--- config.mk ---
export PLATFORM = sky130hd
export DESIGN_NAME = lsu_mem
export DESIGN_NICKNAME = d
export VERILOG_FILES = /design/src/rtl/lsu_mem.sv
export SDC_FILE = /design/constraint.sdc
export NUM_CORES = 1
export LEC_CHECK = 0
export ABC_AREA = 0
export ABC_CLOCK_PERIOD_IN_PS = 5300
export CORE_UTILIZATION = 40
export DETAILED_ROUTE_END_ITERATION = 8
export GPL_TIMING_DRIVEN = 0
export PLACE_DENSITY = 0.8
export SYNTH_ARGS = -nofsm -noshare
export SYNTH_HDL_FRONTEND = slang
export SYNTH_SLANG_ARGS = --single-unit
--- constraint.sdc ---
create_clock -name clk -period 5.3 [get_ports clk]
set_input_delay 1.59 -clock clk [delete_from_list [all_inputs] [get_ports clk]]
set_output_delay 1.59 -clock clk [all_outputs]
set_load 0.03 [all_outputs]
--- src/rtl/lsu_mem.sv ---
// lsu_mem: data-side load/store unit driving a single-word valid/ready memory port
module lsu_mem #(
  parameter int TIMEOUT = 1024
) (
  input  logic        clk,
  input  logic        rst,
  input  logic        req_valid,
  output logic        req_ready,
  input  logic        req_store,
  input  logic [1:0]  req_size,
  input  logic        req_unsigned,
  input  logic [31:0] req_addr,
  input  logic [31:0] req_wdata,
  output logic        resp_valid,
  output logic [31:0] resp_rdata,
  output logic        resp_error,
  output logic        mem_valid,
  output logic        mem_instr,
  output logic [31:0] mem_addr,
  output logic [31:0] mem_wdata,
  output logic [3:0]  mem_wstrb,
  input  logic [31:0] mem_rdata,
  input  logic        mem_ready
);
  localparam logic [1:0] IDLE = 2'd0, WAIT = 2'd1, ERR = 2'd2;
  logic [1:0]  state;
  logic [31:0] cnt;
  logic        st, uns, bad, tmo;
  logic [1:0]  sz, off;
  logic [31:0] wd, sh, ld;
  logic [3:0]  ws;
  assign req_ready = state == IDLE;
  assign mem_instr = 1'b0;
  // request decode, store lane replication and load lane extraction
  always_comb begin
    bad = req_size == 2'd3 || (req_size == 2'd1 && req_addr[0]) || (req_size == 2'd2 && req_addr[1:0] != 2'd0);
    wd  = req_size == 2'd0 ? {4{req_wdata[7:0]}} : req_size == 2'd1 ? {2{req_wdata[15:0]}} : req_wdata;
    ws  = req_size == 2'd0 ? 4'b0001 << req_addr[1:0] : req_size == 2'd1 ? 4'b0011 << req_addr[1:0] : 4'hF;
    sh  = mem_rdata >> {off, 3'b000};
    ld  = sz == 2'd0 ? {{24{~uns & sh[7]}}, sh[7:0]} : sz == 2'd1 ? {{16{~uns & sh[15]}}, sh[15:0]} : sh;
    tmo = TIMEOUT != 0 && cnt + 32'd1 >= 32'(TIMEOUT);
  end
  // access sequencing: issue, wait for completion or watchdog, respond
  always_ff @(posedge clk) begin
    if (rst) begin
      state      <= IDLE;
      cnt        <= '0;
      st         <= 1'b0;
      sz         <= 2'd0;
      uns        <= 1'b0;
      off        <= 2'd0;
      mem_valid  <= 1'b0;
      mem_addr   <= '0;
      mem_wdata  <= '0;
      mem_wstrb  <= '0;
      resp_valid <= 1'b0;
      resp_rdata <= '0;
      resp_error <= 1'b0;
    end else begin
      mem_valid  <= 1'b0;
      resp_valid <= 1'b0;
      resp_rdata <= '0;
      resp_error <= 1'b0;
      case (state)
        IDLE: if (req_valid) begin
          st    <= req_store;
          sz    <= req_size;
          uns   <= req_unsigned;
          off   <= req_addr[1:0];
          cnt   <= '0;
          state <= bad ? ERR : WAIT;
          if (!bad) begin
            mem_valid <= 1'b1;
            mem_addr  <= {req_addr[31:2], 2'b00};
            mem_wdata <= req_store ? wd : '0;
            mem_wstrb <= req_store ? ws : 4'h0;
          end
        end
        WAIT: begin
          cnt <= cnt + 32'd1;
          if (mem_ready) begin
            resp_valid <= 1'b1;
            resp_rdata <= st ? '0 : ld;
            state      <= IDLE;
          end else if (tmo) begin
            resp_valid <= 1'b1;
            resp_error <= 1'b1;
            state      <= IDLE;
          end
        end
        ERR: begin
          resp_valid <= 1'b1;
          resp_error <= 1'b1;
          state      <= IDLE;
        end
        default: state <= IDLE;
      endcase
    end
  end
endmodule

==> results of run 1 <==
layout by cell type (no fill, tap or decap), types with 9 or more instances in the layout:
master	Yosys	final
a211oi_1	20	20
a21oi_1	116	116
a22oi_1	18	18
a311oi_1	12	12
clkbuf_1	59	59
clkbuf_16	0	17
clkdlybuf4s50_1	0	204
dfxtp_1	141	141
inv_1	12	12
mux2_2	9	9
mux2i_1	26	26
nand2_1	154	154
nand3_1	18	18
nand4_1	14	14
nor2_1	80	80
nor2b_1	12	12
nor3_1	15	15
o21ai_0	52	52
tightest hold or removal path, cell delays in order, from the launching register on:
cell	delay (ns)
dfxtp_1	0.31
nand2_1	0.05
a21oi_1	0.05
metrics by stage:
stage	util [%]	hold slack (ns)	cell area, sq um	setup WS (ns)
detailed placement	55.27	0.4476	9296	1.189
global route	59.45	0.4709	9998	1.412
finish	59.45	0.4543	9998	1.560
global placement	55.27	0.4413	9296	1.237
CTS	59.45	0.4562	9998	1.590
floorplan	-	0.4451	6979	2.279
logic make-up (layout without fill, tap and decap cells):
| group | Yosys count | after routing | synth area share (%) |
|---|---|---|---|
| other | 1 | 3 | 0.05379 |
| AND/OR/NAND/NOR | 354 | 354 | 24.73 |
| AO/OA/AOI/OAI | 255 | 255 | 21.73 |
| adder cells (fa/ha/maj) | 8 | 8 | 1.436 |
| buffers and inverters | 91 | 327 | 5.743 |
| flip-flops | 141 | 141 | 40.49 |
| XOR/XNOR | 5 | 5 | 0.6283 |
| multiplexers | 35 | 35 | 5.187 |
per-layer routing:
layer | global-route usage [%] | vias up
li1 | - | 3589
met1 | 30.83 | 3510
met2 | 43.47 | 352
met3 | 8.352 | 42
met4 | 8.677 | 0
met5 | 0 | -
sequential cells by signal, indices dropped and copies added, names as in the netlist, 2 cells and up:
name        count
cnt            32
mem_wdata      32
resp_rdata     32
mem_addr       30
mem_wstrb       4
off             2
state           2
sz              2
path summary, 6_finish.rpt:
| path | from | end | slack, ns | cells after the start |
|---|---|---|---|---|
| min reg2reg | mem_addr[15] | mem_addr[15] | 0.45 | 2 |
| max reg2reg | cnt[14] | state[0] | 2.58 | 8 |
| min | mem_addr[15] | mem_addr[15] | 0.45 | 2 |
| max | req_addr[0] | mem_addr[11] | 1.56 | 10 |
power breakdown:
part           total [mW]  leakage, nW  internal (mW)  switching, mW
Combinational       0.437         2.03          0.182          0.255
Clock                1.42        0.340          0.945          0.477
Sequential           1.10         1.14           1.09         0.0148
cell type report:
type / instances / area share, %
inverters: 12 / 0.4505
clock inverters: 14 / 2.628
plain buffers: 79 / 3.554
repair buffers: 204 / 20.42
well taps: 220 / 2.753
clock buffers: 18 / 4.392
flip-flops and latches: 141 / 28.23
multi-input cells: 660 / 37.57
==> flow_summary.ini, run 1 <==
[finish]
instances_no_fill = 1348
antennaDiodeCount = 0
drive_above_1_share_pct = 6.649
n_fill_cell = 1536
ff_latch_area_sq_mm = 0.002823
final_nets = 1227
synthToLayoutAreaGrowth_pct = 43.41
multiInputGateArea_sq_mm = 0.003756

[job]
max-cap-violations = 0

[sta]
post_route_setup_tns_ns = 0
clock-skew-final_ns = 0.01214
setup_violations = 0
max_slew.worst_pin.slew_ns = 0.6887
unrepaired_setup_endpoints_after_global_routing = no
final-max-slew-violation-count = 0
finalWorstPathRequiredPeriod_ns = 3.740
slew_headroom_pct = 54.09
max_clock_freq_mhz = 267.4
layout_worst_path_cycle_share_pct = 70.56
total_count_of_hold_check_failures_in_the_final_report = 0

[logic_synthesis]
synth_edf_count = 0
synth_top_cells_by_area = dfxtp_1 40%, a21oi_1 8.3%, nand2_1 8.3%, nor2_1 4.3%, mux2i_1 3.7%
post_synth_inst_count = 890
post_synth_instance_area_sq_mm = 0.006972
yosysWarnings = 0
ys_ff_latch = 141
synth_cell_type_count = 63
synth.top_cells.by_count = 154 x nand2_1, 141 x dfxtp_1, 116 x a21oi_1
synth_seq_area_share_pct = 40.49
yosys_most_used_dff = dfxtp_1
synth_area_leader_cell = dfxtp_1
synth_most_common_cell = nand2_1
synth_area_per_cell_sq_um = 7.833
synth_top_cell_area_share_pct = 40.49
postSynth.asyncResetShare_pct = 0

[global_route]
grt_start_max_net_pins = 17
vias_in_the_first_global_route = 7172
grt_first_pass_wirelength_microns = 36630
number_of_antenna_violations_at_the_first_check_in_global_routing = 0
gr-usage-all-layers_pct = 25.79
grt.overflow.total = 0

[worst_setup_path]
path_delay_family = buffers and inverters
critical_path.max_fanout = 10
worst_ep_required_time_ns = 5.64
crit_type = input pin to flop
max_stage_delay_ns = 0.62
cp_cell_sequence = clkdlybuf4s50_1 -> inv_1 -> ha_1 -> inv_1 -> a21boi_1 -> nand2_1 -> clkbuf_1 -> clkbuf_1 -> nand2_1 -> a21oi_1
endpoint_kind = flop
crit_path_start_kind = input pin
slowest_stage = clkdlybuf4s50_1
worstPathBufferInverterCount = 5
cp.arrival_ns = 4.08

[cts]
numCtsBuffers = 17
worst_skew_pair.late_latency_ns = 0.42
clock_tree.root_cell = clkbuf_16
holdBufCountCts = 0
post-cts-setup-buffers = 0
cts_sink_count = 141
post_cts_resize_count = 0
max_root_sink_buffers = 2
clock_transition_at_the_registers_of_the_reported_paths_ns = 0.06
htreeDepth = 4
cts_tree = yes

[route]
drt_iter0_drc = 582
topRoutingLayerUsed = met4
ant_nets = 0
met2_length_microns = 11100
drt-wirelength-per-cell_microns = 17.28
met3WireLength_microns = 2291
router_iterations_before_antenna_repair = 6
routed-via-count = 7493
drcViolationCount = 0
via_per_inst = 5.559
wl_met1_microns = 9413
wirelength_microns = 23300

[hold_path]
hold_path.class = flop to flop

[floorplanning]
floorplan.die.width_microns = 134.0
die-height_microns = 134.0
floorplan.rows = 47
die_area_sq_mm = 0.01796
starting_density_of_the_core_pct = 41.45
i_o_pin_cnt = 209
fp.coreArea_sq_mm = 0.01682

[pwr]
finalPower_mw = 2.962
vdd_drop_max_uv = 233.3
leakage_nw = 3.511
power_per_cell_area_mw_per_mm2 = 296.3

[place]
placement.io_buffers = 204
dp_hpwl_microns = 16850
place.gp.congestion = 0.9405
numPlacedInstances = 1316

[run_status]
status = finished clean
No activity file was read; power rests on OpenSTA's default activity.
==> run 2: changes to the inputs <==
- ABC_CLOCK_PERIOD_IN_PS: 5300 -> 3400
- PLACE_DENSITY: 0.8 -> 0.82
- clock period: 5.3 -> 3.4 ns (I/O delays scaled with it)
==> run 2 against run 1 <==
Against the previous run:
- first-iteration DRC count rose by 0.69%
- power rose by 41%
- wire length fell by 0.29%
- worst hold slack got worse by 0.00094 ns
- largest power group unchanged
- utilization fell by 0.94 points
- highest routed layer unchanged
- setup slack got worse by 1.4 ns
- sequential share of layout area rose by 0.45 points
- combinational power rose by 55%
- via count rose by 0.91%
- sequential power rose by 56%
- non-clock buffer count did not move
- clock-buffer cell count rose by 2
==> flow_summary.ini, run 2 (synthesis gave the netlist of run 1 again) <==
[sta]
final-max-slew-violation-count = 0
setup_violations = 0
layout_worst_path_cycle_share_pct = 94.13
slew_headroom_pct = 53.52
setup_ws_ns = 0.1995
max_clock_freq_mhz = 312.4
total_count_of_hold_check_failures_in_the_final_report = 0
post_route_setup_tns_ns = 0
finalWorstPathRequiredPeriod_ns = 3.201
max_slew.worst_pin.slew_ns = 0.6971
clock-skew-final_ns = 0.008987
unrepaired_setup_endpoints_after_global_routing = no

[worst_setup_path]
path_delay_family = buffers and inverters
worstPathBufferInverterCount = 5
slowest_stage = clkdlybuf4s50_1
worst_ep_required_time_ns = 3.70
crit_path_start_kind = input pin
crit_type = input pin to flop
cp.arrival_ns = 3.50
critical_path.max_fanout = 10
cp_cell_sequence = clkdlybuf4s50_1 -> inv_1 -> ha_1 -> inv_1 -> a21boi_1 -> nand2_1 -> clkbuf_1 -> clkbuf_1 -> a21oi_1 -> nor2_1
r2r-start = cnt[0]
cp-startpoint = req_addr[1]
endpoint_kind = flop
max_stage_delay_ns = 0.52

[floorplanning]
floorplan.die.width_microns = 134.0
fp.coreArea_sq_mm = 0.01682
die_area_sq_mm = 0.01796
starting_density_of_the_core_pct = 41.45
floorplan.rows = 47
i_o_pin_cnt = 209
die-height_microns = 134.0

[cts]
clock_transition_at_the_registers_of_the_reported_paths_ns = 0.06
cts_tree = yes
post-cts-setup-buffers = 0
max_root_sink_buffers = 2
cts_sink_count = 141
worst_skew_pair.late_latency_ns = 0.43
holdBufCountCts = 0
htreeDepth = 4
clock_tree.root_cell = clkbuf_16
numCtsBuffers = 17
post_cts_resize_count = 0

[place]
placedInstanceArea_sq_mm = 0.009296
dp_hpwl_microns = 16920
numPlacedInstances = 1316
placement.io_buffers = 204
place_ws_ns = -0.1699
place.gp.congestion = 0.9985

[finish]
mostFrequentLayoutCell = clkdlybuf4s50_1
finish.instance_area_sq_mm = 0.009841
synthToLayoutAreaGrowth_pct = 41.15
instances_no_fill = 1345
antennaDiodeCount = 0
most_used_cells_in_the_layout_excluding_fill_and_tap_cells = 204 x clkdlybuf4s50_1, 154 x nand2_1, 141 x dfxtp_1
reg_top3 = cnt: 32 flops, mem_wdata: 32 flops, resp_rdata: 32 flops
drive_above_1_share_pct = 6.222
final_nets = 1227

[hold_path]
holdCritStartpoint = mem_addr[31]
hold_path.class = flop to flop

[pwr]
vdd_drop_max_uv = 352.6
finalPower_mw = 4.169
power_per_cell_area_mw_per_mm2 = 423.6
leakage_nw = 3.442

[global_route]
vias_in_the_first_global_route = 7007
gr-usage-all-layers_pct = 25.57
grt_first_pass_wirelength_microns = 36170
grt.overflow.total = 0
number_of_antenna_violations_at_the_first_check_in_global_routing = 0
grt_start_max_net_pins = 17

[route]
drcViolationCount = 0
wirelength_microns = 23230
drt_iter0_drc = 586
router_iterations_before_antenna_repair = 5
drt-wirelength-per-cell_microns = 17.27
ant_nets = 0
routed-via-count = 7561
via_per_inst = 5.622

[run_status]
status = finished clean

[job]
max-cap-violations = 0
==> run 2: layout make-up <==
| type | instances | area, sq um |
|---|---|---|
| Sequential cell | 141 | 2823 |
| Multi-Input combinational cell | 660 | 3756 |
| Fill cell | 1500 | 6978 |
| Inverter | 12 | 45.04 |
| Clock inverter | 9 | 97.59 |
| Buffer | 79 | 355.3 |
| Tap cell | 220 | 275.3 |
| Clock buffer | 20 | 446.7 |
| Timing Repair Buffer | 204 | 2042 |
==> run 2: metal layers <==
metal | part of all wire (%) | GRT usage [%] | wire length [microns]
met1 | 40 | 31.24 | 9400
met2 | 48 | 42.89 | 11070
met3 | 8.9 | 6.878 | 2070
met4 | 3.0 | 9.613 | 687
met5 | 0 | 0 | 0
==> run 2: path summary, 6_finish.rpt <==
check	to	slack (ns)	cells after the start
worst max-delay path	mem_wdata[19]	0.20	10
worst max register to register	state[0]	0.67	8
worst min-delay path	mem_addr[31]	0.45	2
worst min register to register	mem_addr[31]	0.45	2
==> run 2: report_power, final <==
| part | switching [mW] | internal, mW |
|---|---|---|
| sequential | 0.0226 | 1.70 |
| clock | 0.697 | 1.08 |
| combinational | 0.392 | 0.283 |
| total | 1.11 | 3.06 |
==> run 2: worst register-to-register path, delay by kind of cell, from the launching register on <==
kind                     cells  cell delay, ns
flip-flops                   1            0.43
AND/OR/NAND/NOR              3            0.93
adder cells (fa/ha/maj)      1            0.28
AO/OA/AOI/OAI                4            1.00
==> run 2: per-stage QoR <==
step                utilization (%)  hold WS [ns]
floorplan                         -        0.4451
finish                        58.51        0.4534
CTS                           58.51        0.4550
global route                  58.51        0.4679
detailed placement            55.27        0.4458
global placement              55.27        0.4412
==> run 3: changes to the inputs <==
- SETUP_SLACK_MARGIN: default -> 0.05
==> results of run 3 <==
Same layout as run 2: the final DEF is identical, and so are final timing and power.
